## config.mk

```make
export PLATFORM = sky130hd
export DESIGN_NAME = char_line_parser
export DESIGN_NICKNAME = d
export VERILOG_FILES = /design/src/rtl/char_pkg.sv /design/src/rtl/char_classify.sv /design/src/rtl/char_line_parser.sv
export SDC_FILE = /design/constraint.sdc
export NUM_CORES = 1
export LEC_CHECK = 0
export BUFFER_PORTS_ARGS = -buffer_cell sky130_fd_sc_hd__buf_2
export CELL_PAD_IN_SITES_DETAIL_PLACEMENT = 2
export CELL_PAD_IN_SITES_GLOBAL_PLACEMENT = 2
export CORE_ASPECT_RATIO = 0.7
export CORE_UTILIZATION = 39
export DETAILED_ROUTE_END_ITERATION = 8
export PLACE_DENSITY = 0.72
export RECOVER_POWER = 50
export SYNTH_ARGS = -nofsm -noshare
export SYNTH_HDL_FRONTEND = slang
export SYNTH_SLANG_ARGS = --single-unit
```

## constraint.sdc

```tcl
create_clock -name clk -period 4.2 [get_ports clk]
set_input_delay 0.42 -clock clk [delete_from_list [all_inputs] [get_ports clk]]
set_output_delay 0.42 -clock clk [all_outputs]
set_load 0.005 [all_outputs]
```

## src/rtl/char_pkg.sv

```systemverilog
// char_pkg: key codes, character classes and parser states shared by the line parser.
package char_pkg;
   localparam logic [6:0] KEY_ENTER   = 7'h04;
   localparam logic [6:0] KEY_DELETE  = 7'h08;
   localparam logic [6:0] KEY_COMMA   = 7'h7E;
   localparam logic [6:0] KEY_ENE_LO  = 7'h6E;
   localparam logic [6:0] KEY_ENE_UP  = 7'h4E;
   localparam logic [6:0] KEY_DIGIT_0 = 7'h30;
   localparam logic [6:0] KEY_DIGIT_9 = 7'h39;
   typedef enum logic [2:0] {CLS_ENTER, CLS_DELETE, CLS_COMMA, CLS_ENE, CLS_DIGIT, CLS_OTHER} char_class_t;
   typedef enum logic [1:0] {S_TEXT, S_NUM, S_DONE} state_t;
endpackage

```

## src/rtl/char_classify.sv

```systemverilog
// char_classify: combinational key code -> character class decoder.
//   code_i : key code
//   cls_o  : class of code_i
module char_classify
   import char_pkg::*;
#(
   parameter int CHAR_W = 7
) (
   input  logic [CHAR_W-1:0] code_i,
   output char_class_t       cls_o
);
   logic is_digit;
   assign is_digit = code_i >= CHAR_W'(KEY_DIGIT_0) && code_i <= CHAR_W'(KEY_DIGIT_9);
   always_comb
      cls_o = code_i == CHAR_W'(KEY_ENTER)  ? CLS_ENTER  :
              code_i == CHAR_W'(KEY_DELETE) ? CLS_DELETE :
              code_i == CHAR_W'(KEY_COMMA)  ? CLS_COMMA  :
              (code_i == CHAR_W'(KEY_ENE_LO) || code_i == CHAR_W'(KEY_ENE_UP)) ? CLS_ENE :
              is_digit ? CLS_DIGIT : CLS_OTHER;
endmodule

```

## src/rtl/char_line_parser.sv

```systemverilog
// char_line_parser: stores typed text in a line buffer, then parses comma-separated decimal fields.
//   clk, rst_n         : clock, asynchronous active-low reset
//   char_valid_i/char_i: key code stream, accepted when char_ready_o is high
//   char_ready_o       : low only once the line is complete
//   clear_i            : abandon the line and return to text entry (beats a simultaneous key)
//   rd_addr_i/rd_char_o: combinational text buffer read port
//   line_len_o         : number of stored text characters
//   num_out_o          : parsed fields, field 0 in the LSBs
//   num_count_o        : number of committed fields
//   line_done_o        : line complete, outputs frozen until clear_i
//   err_full_o         : sticky, a text character was dropped on a full buffer
//   err_sat_o          : sticky, a field saturated or an excess comma was seen
// Build option CHAR_LINE_PARSER_ENE_MAP_EN: store n/N in text as ENE_CODE instead of verbatim.
module char_line_parser
   import char_pkg::*;
#(
   parameter int CHAR_W     = 7,
   parameter int DEPTH      = 16,
   parameter int NUM_W      = 8,
   parameter int NUM_FIELDS = 4,
   parameter logic [CHAR_W-1:0] ENE_CODE = CHAR_W'(7'h7F)
) (
   input  logic                           clk,
   input  logic                           rst_n,
   input  logic                           char_valid_i,
   input  logic [CHAR_W-1:0]              char_i,
   output logic                           char_ready_o,
   input  logic                           clear_i,
   input  logic [$clog2(DEPTH)-1:0]       rd_addr_i,
   output logic [CHAR_W-1:0]              rd_char_o,
   output logic [$clog2(DEPTH):0]         line_len_o,
   output logic [NUM_FIELDS*NUM_W-1:0]    num_out_o,
   output logic [$clog2(NUM_FIELDS):0]    num_count_o,
   output logic                           line_done_o,
   output logic                           err_full_o,
   output logic                           err_sat_o
);
   localparam int AW = $clog2(DEPTH);
   localparam int FW = $clog2(NUM_FIELDS);
   localparam int DW = 8;
`ifdef CHAR_LINE_PARSER_ENE_MAP_EN
   localparam bit ENE_MAP = 1'b1;
`else
   localparam bit ENE_MAP = 1'b0;
`endif
   state_t                        state_q, state_d;
   logic [AW:0]                   len_q, len_d;
   logic [FW-1:0]                 idx_q, idx_d;
   logic [FW:0]                   cnt_q, cnt_d;
   logic [NUM_FIELDS*NUM_W-1:0]   nums_q, nums_d;
   logic [NUM_W-1:0]              acc_q, acc_d;
   logic [DW-1:0]                 dig_q, dig_d;
   logic                          err_full_q, err_full_d;
   logic                          err_sat_q, err_sat_d;
   logic                          done_q, done_d;
   logic [CHAR_W-1:0]             buf_q [DEPTH];
   logic [CHAR_W-1:0]             wr_code;
   logic                          wr_en;
   logic                          take;
   logic [NUM_W+3:0]              prod;
   logic                          sat;
   char_class_t                   cls;
   char_classify #(.CHAR_W(CHAR_W)) u_cls (.code_i(char_i), .cls_o(cls));
   assign take    = char_valid_i && !done_q;
   assign wr_code = (ENE_MAP && cls == CLS_ENE) ? ENE_CODE : char_i;
   // NUM_W+4 bits hold acc*10+9 for any acc, so saturation is a simple compare
   assign prod = (NUM_W+4)'(acc_q) * (NUM_W+4)'(10) + (NUM_W+4)'(char_i[3:0]);
   assign sat  = prod > (NUM_W+4)'({NUM_W{1'b1}});
   always_comb begin
      state_d    = state_q;
      len_d      = len_q;
      idx_d      = idx_q;
      cnt_d      = cnt_q;
      nums_d     = nums_q;
      acc_d      = acc_q;
      dig_d      = dig_q;
      err_full_d = err_full_q;
      err_sat_d  = err_sat_q;
      done_d     = done_q;
      wr_en      = 1'b0;
      if (clear_i) begin
         state_d    = S_TEXT;
         len_d      = '0;
         idx_d      = '0;
         cnt_d      = '0;
         nums_d     = '0;
         acc_d      = '0;
         dig_d      = '0;
         err_full_d = 1'b0;
         err_sat_d  = 1'b0;
         done_d     = 1'b0;
      end else if (take) begin
         case (state_q)
            S_TEXT: begin
               if (cls == CLS_ENTER) begin
                  state_d = S_NUM;
                  idx_d   = '0;
               end else if (cls == CLS_DELETE) begin
                  len_d = len_q - {{AW{1'b0}}, |len_q};
               end else if (len_q == (AW+1)'(DEPTH)) begin
                  err_full_d = 1'b1;
               end else begin
                  wr_en = 1'b1;
                  len_d = len_q + 1'b1;
               end
            end
            S_NUM: begin
               case (cls)
                  CLS_DIGIT: begin
                     acc_d     = sat ? '1 : prod[NUM_W-1:0];
                     err_sat_d = err_sat_q | sat;
                     dig_d     = dig_q + {{DW-1{1'b0}}, ~&dig_q};
                  end
                  CLS_DELETE: begin
                     if (dig_q != '0) begin
                        acc_d = acc_q / NUM_W'(10);
                        dig_d = dig_q - 1'b1;
                     end
                  end
                  CLS_COMMA: begin
                     if (idx_q == FW'(NUM_FIELDS-1)) begin
                        err_sat_d = 1'b1;
                     end else begin
                        nums_d[idx_q*NUM_W +: NUM_W] = acc_q;
                        idx_d = idx_q + 1'b1;
                        cnt_d = cnt_q + 1'b1;
                        acc_d = '0;
                        dig_d = '0;
                     end
                  end
                  CLS_ENTER: begin
                     nums_d[idx_q*NUM_W +: NUM_W] = acc_q;
                     cnt_d   = cnt_q + 1'b1;
                     state_d = S_DONE;
                     done_d  = 1'b1;
                  end
                  default: ;
               endcase
            end
            default: ;
         endcase
      end
   end
   always_ff @(posedge clk or negedge rst_n) begin
      if (!rst_n) begin
         state_q    <= S_TEXT;
         len_q      <= '0;
         idx_q      <= '0;
         cnt_q      <= '0;
         nums_q     <= '0;
         acc_q      <= '0;
         dig_q      <= '0;
         err_full_q <= 1'b0;
         err_sat_q  <= 1'b0;
         done_q     <= 1'b0;
      end else begin
         state_q    <= state_d;
         len_q      <= len_d;
         idx_q      <= idx_d;
         cnt_q      <= cnt_d;
         nums_q     <= nums_d;
         acc_q      <= acc_d;
         dig_q      <= dig_d;
         err_full_q <= err_full_d;
         err_sat_q  <= err_sat_d;
         done_q     <= done_d;
      end
   end
   // Buffer contents need no reset: only entries below line_len are meaningful
   always_ff @(posedge clk)
      if (wr_en) buf_q[len_q[AW-1:0]] <= wr_code;
   assign rd_char_o    = buf_q[rd_addr_i];
   assign char_ready_o = !done_q;
   assign line_len_o   = len_q;
   assign num_out_o    = nums_q;
   assign num_count_o  = cnt_q;
   assign line_done_o  = done_q;
   assign err_full_o   = err_full_q;
   assign err_sat_o    = err_sat_q;
endmodule

```

==> key figures <==
Final layout
  • Count of filler cells inserted in the layout: approximately 2200
  • Area used by multi-input combinational logic: 3410 sq um
  • Highest-count cells in the layout ignoring fill and taps: edfxtp_1, nand2_1, dfrtp_1
  • Leading cell type in the layout, fill and taps excluded: edfxtp_1
  • Diode count: 0
  • Final core area utilization: 45.5%
  • Number of nets in the layout: a little under 800
  • Post-layout instance area: slightly below 10000 sq um
  • Layout area overhead: 14.6%
  • Footprint of the flip-flops and latches: 4940 sq um
  • Layout cell share with drive strength beyond 1: a little under a fifth

GRT
  • Total overflow reported by the global router: 0
  • Via count of the first global-routing pass: 6561
  • Antenna violations before repair: 0
  • Maximum number of pins on one net before global-route repair: 35
  • Total GRT Usage: between 20% and 30%
  • Wire length of the first global-routing pass: 41.4 mm

Timing
  • Worst rel slew slack: -33.5%
  • Clock tree skew after final layout: 12.6 ps
  • Max-slew violations: 66
  • Setup repair after global routing missed its margin: false
  • Setup-violating endpoint count in the final report: 0
  • Aggregate negative setup slack: 0 ps
  • Final hold viol count: 0
  • Transition at the pin with the smallest max-transition slack: between 2000 and 2500 ps
  • F_max: ~0.27 GHz
  • Shortest clock period the worst path allows after layout: 3730 ps
  • Worst Slack Setup Final: about 470 ps
  • Worst hold-check slack: roughly 360 ps
  • Post-route clock period utilization: approximately 89%

Synthesis
  • Number of warnings reported in the yosys synthesis log: 0
  • Post-synth EDFFs: ~110
  • Cells after synthesis: roughly 670
  • Top-area cell type share of the netlist area: 39.2%
  • Number of storage elements in the synthesis netlist: about 180
  • Post-synthesis instance area: about 8600 sq um
  • Biggest area consumer among synthesized cells: edfxtp_1
  • Main synth FF type: edfxtp_1
  • Most area-consuming cells after synthesis: edfxtp_1, dfrtp_1, mux4_2
  • Dominant combinational cell family by area after synthesis: simple AND/OR/NAND/NOR gates
  • Complex-gate fraction of the synthesized area: between 9 and 10%
  • Post-synthesis share of cell area spent on xor and xnor gates: under 10%
  • Average footprint of a synthesized cell: roughly 13 sq um
  • Adder-Cell Fraction of Synth Area: approximately 5.6%
  • Share of flip-flops with an asynchronous set or reset after synthesis: a little over a third
  • Post-synthesis sequential area ratio: a little under three fifths
  • Syn_nets: approximately 720
  • Simple-Gate Fraction of Synth Area: between 10% and 20%
  • Share of synthesized area spent on multiplexers: around a tenth
  • Number of distinct library cell variants in the gate-level netlist after synthesis: between 70 and 80

Worst setup path
  • Kind of launch point of the worst setup path: input port
  • Critical path peak fanout: 19
  • Worst Reg-to-Reg Cells: 9
  • Critical path startpoint: char_i[5]
  • Register-to-register path setup slack: about 600 ps
  • WS Path Type: in -> reg
  • Reg-to-reg startpoint: acc_q[2]
  • Termination of the worst setup path: dig_q[7]
  • Reg2reg end: acc_q[6]
  • Endpoint arrival time on the critical path: between 4000 and 5000 ps
  • Category of the worst setup path capture point: flop
  • Data required time at the worst endpoint: ~4600 ps

Worst hold path
  • Worst hold path class: in -> reg

Floorplanning
  • Starting density of the core: between 30% and 40%
  • Floorplan row count: 45
  • Standard cell core area: 21600 sq um
  • Top Ports: 66
  • Horizontal extent of the die: approximately 180 microns
  • Die Height: between 100 and 150 microns
  • Die area: 22600 sq um

Detailed routing
  • Final routed DRC violation total: 20
  • Number of antenna-violating nets in the routed design: 0
  • Routed vias/inst: around 5.9
  • DR iter-0 viols: approximately 510
  • Routed WL per cell: roughly 26 microns
  • Number of search-and-repair iterations in the first detailed-routing pass: 7
  • Routed via count: 6076
  • Final routed wirelength across all metal layers: 27.3 mm

CTS
  • CTS Root Cell: clkbuf_16
  • CTS-repair resized insts: 0
  • Clock slew seen by the registers of the worst setup and hold paths: 70 ps
  • Maximum clock path buffer count: 2
  • Post-CTS repair timing setup buffer count: 0
  • Number of CTS-inserted buffers: 17
  • Worst skew pair latency: 450 ps
  • Clock tree from TritonCTS: built
  • Number of H-tree levels: 4
  • Hold-fix buffer count after cts: 0
  • Total clock sinks: between 150 and 200

Power and ir drop
  • Pleak: 0.00373 uW
  • Switching component of the power: approximately 1000 uW
  • Part of the total power dissipated in combinational logic: under 10%
  • Peak supply drop: roughly 290 uV
  • Clock share of power: between 40% and 50%
  • Switching Share: between 20% and 30%
  • Power density relative to cell area: 386 nW/um^2
  • Internal Power: ~2800 uW
  • Sequential power share: 49.3%

Placement
  • Post-Place Setup Slack: 217 ps
  • # port buffers: 65
  • DP HPWL: roughly 19 mm
  • Routability congestion estimate: roughly 0.75
  • Post-place instance area: around 9300 sq um

Run status
  • Failing checks: DRC, capacitance limit, slew limit
  • Outcome: complete, but fails checks

Flow run
  • Number of max-cap violations: 2
==> metal layers <==
metal	vias up	GRT usage [%]	wire, microns
met4	0	6.77	397
met5	-	0	0
met3	27	3.96	1160
li1	2675	-	-
met2	162	41.2	13200
met1	3212	35.5	12500
==> registers in the layout (all words and copies together) (netlist names) <==
name	cells
num_out_o	32
line_len_o	5
num_count_o	3
err_sat_o	1
dig_q	8
idx_q	2
line_done_o	1
err_full_o	1
state_q	2
acc_q	8
buf_q	112
==> cells by family after synthesis <==
group	after synthesis
simple gates	209
flops	175
compound gates	131
buf+inv	60
mux	43
fa+ha+maj	36
xor+xnor	18
==> area by class of cell <==
class / instances / area share (%)
Clock buffer: 17 / 4.32
Clock inverter: 15 / 1.95
Inverter: 26 / 1.00
Multi-Input combinational cell: 437 / 34.7
Sequential cell: 175 / 50.2
Tap cell: 282 / 3.59
Timing Repair Buffer: 85 / 4.26
==> critical path: stages <==
cell,delay [ps]
clkbuf_1,320
or4_4,630
or4b_1,720
o21ai_0,220
buf_4,220
ha_1,280
o21ai_0,220
a21oi_1,100
o41ai_1,340
xor2_1,140
or4_1,410
nand3_1,90
==> synthesized netlist by cell type, types with 7 or more instances <==
cell type / number
xor2_1: 8
nor2_1: 51
nor2b_1: 7
nor3_1: 21
edfxtp_1: 112
nand2b_1: 8
inv_1: 25
nand2_1: 63
nand3_1: 21
dfrtp_1: 63
a22o_1: 9
mux4_2: 35
clkbuf_1: 18
ha_1: 32
buf_1: 9
o31ai_1: 10
xnor2_1: 10
a21oi_1: 26
o21ai_0: 40
==> worst min path at each step <==
stage	from	end	slack, ps	cells after the start
floorplan	rst_n	acc_q[0]	120	0
CTS	rst_n	num_out_o[0]	90	1
finish	char_valid_i	state_q[1]	360	3
global placement	num_out_o[9]	num_out_o[9]	460	2
detailed placement	num_out_o[31]	num_out_o[31]	480	2
global route	char_valid_i	line_done_o	380	3
==> per-stage QoR <==
step | power, uW | std cells
6_report | 3800 | 1037
3_5_place_dp | 2180 | 1005
5_1_grt | 3890 | 1037
3_3_place_gp | 2160 | 1005
4_1_cts | 3820 | 1037
2_1_floorplan | 2060 | 672
==> power groups by stage <==
stage / Clock [uW] / Sequential (uW) / Combinational (uW)
global route: 1730 / 1880 / 288
floorplan: 0 / 1900 / 154
global placement: 0 / 1910 / 254
detailed placement: 0 / 1910 / 267
finish: 1660 / 1870 / 263
CTS: 1670 / 1870 / 270
Note: power is estimated with default switching activity, not from simulation.
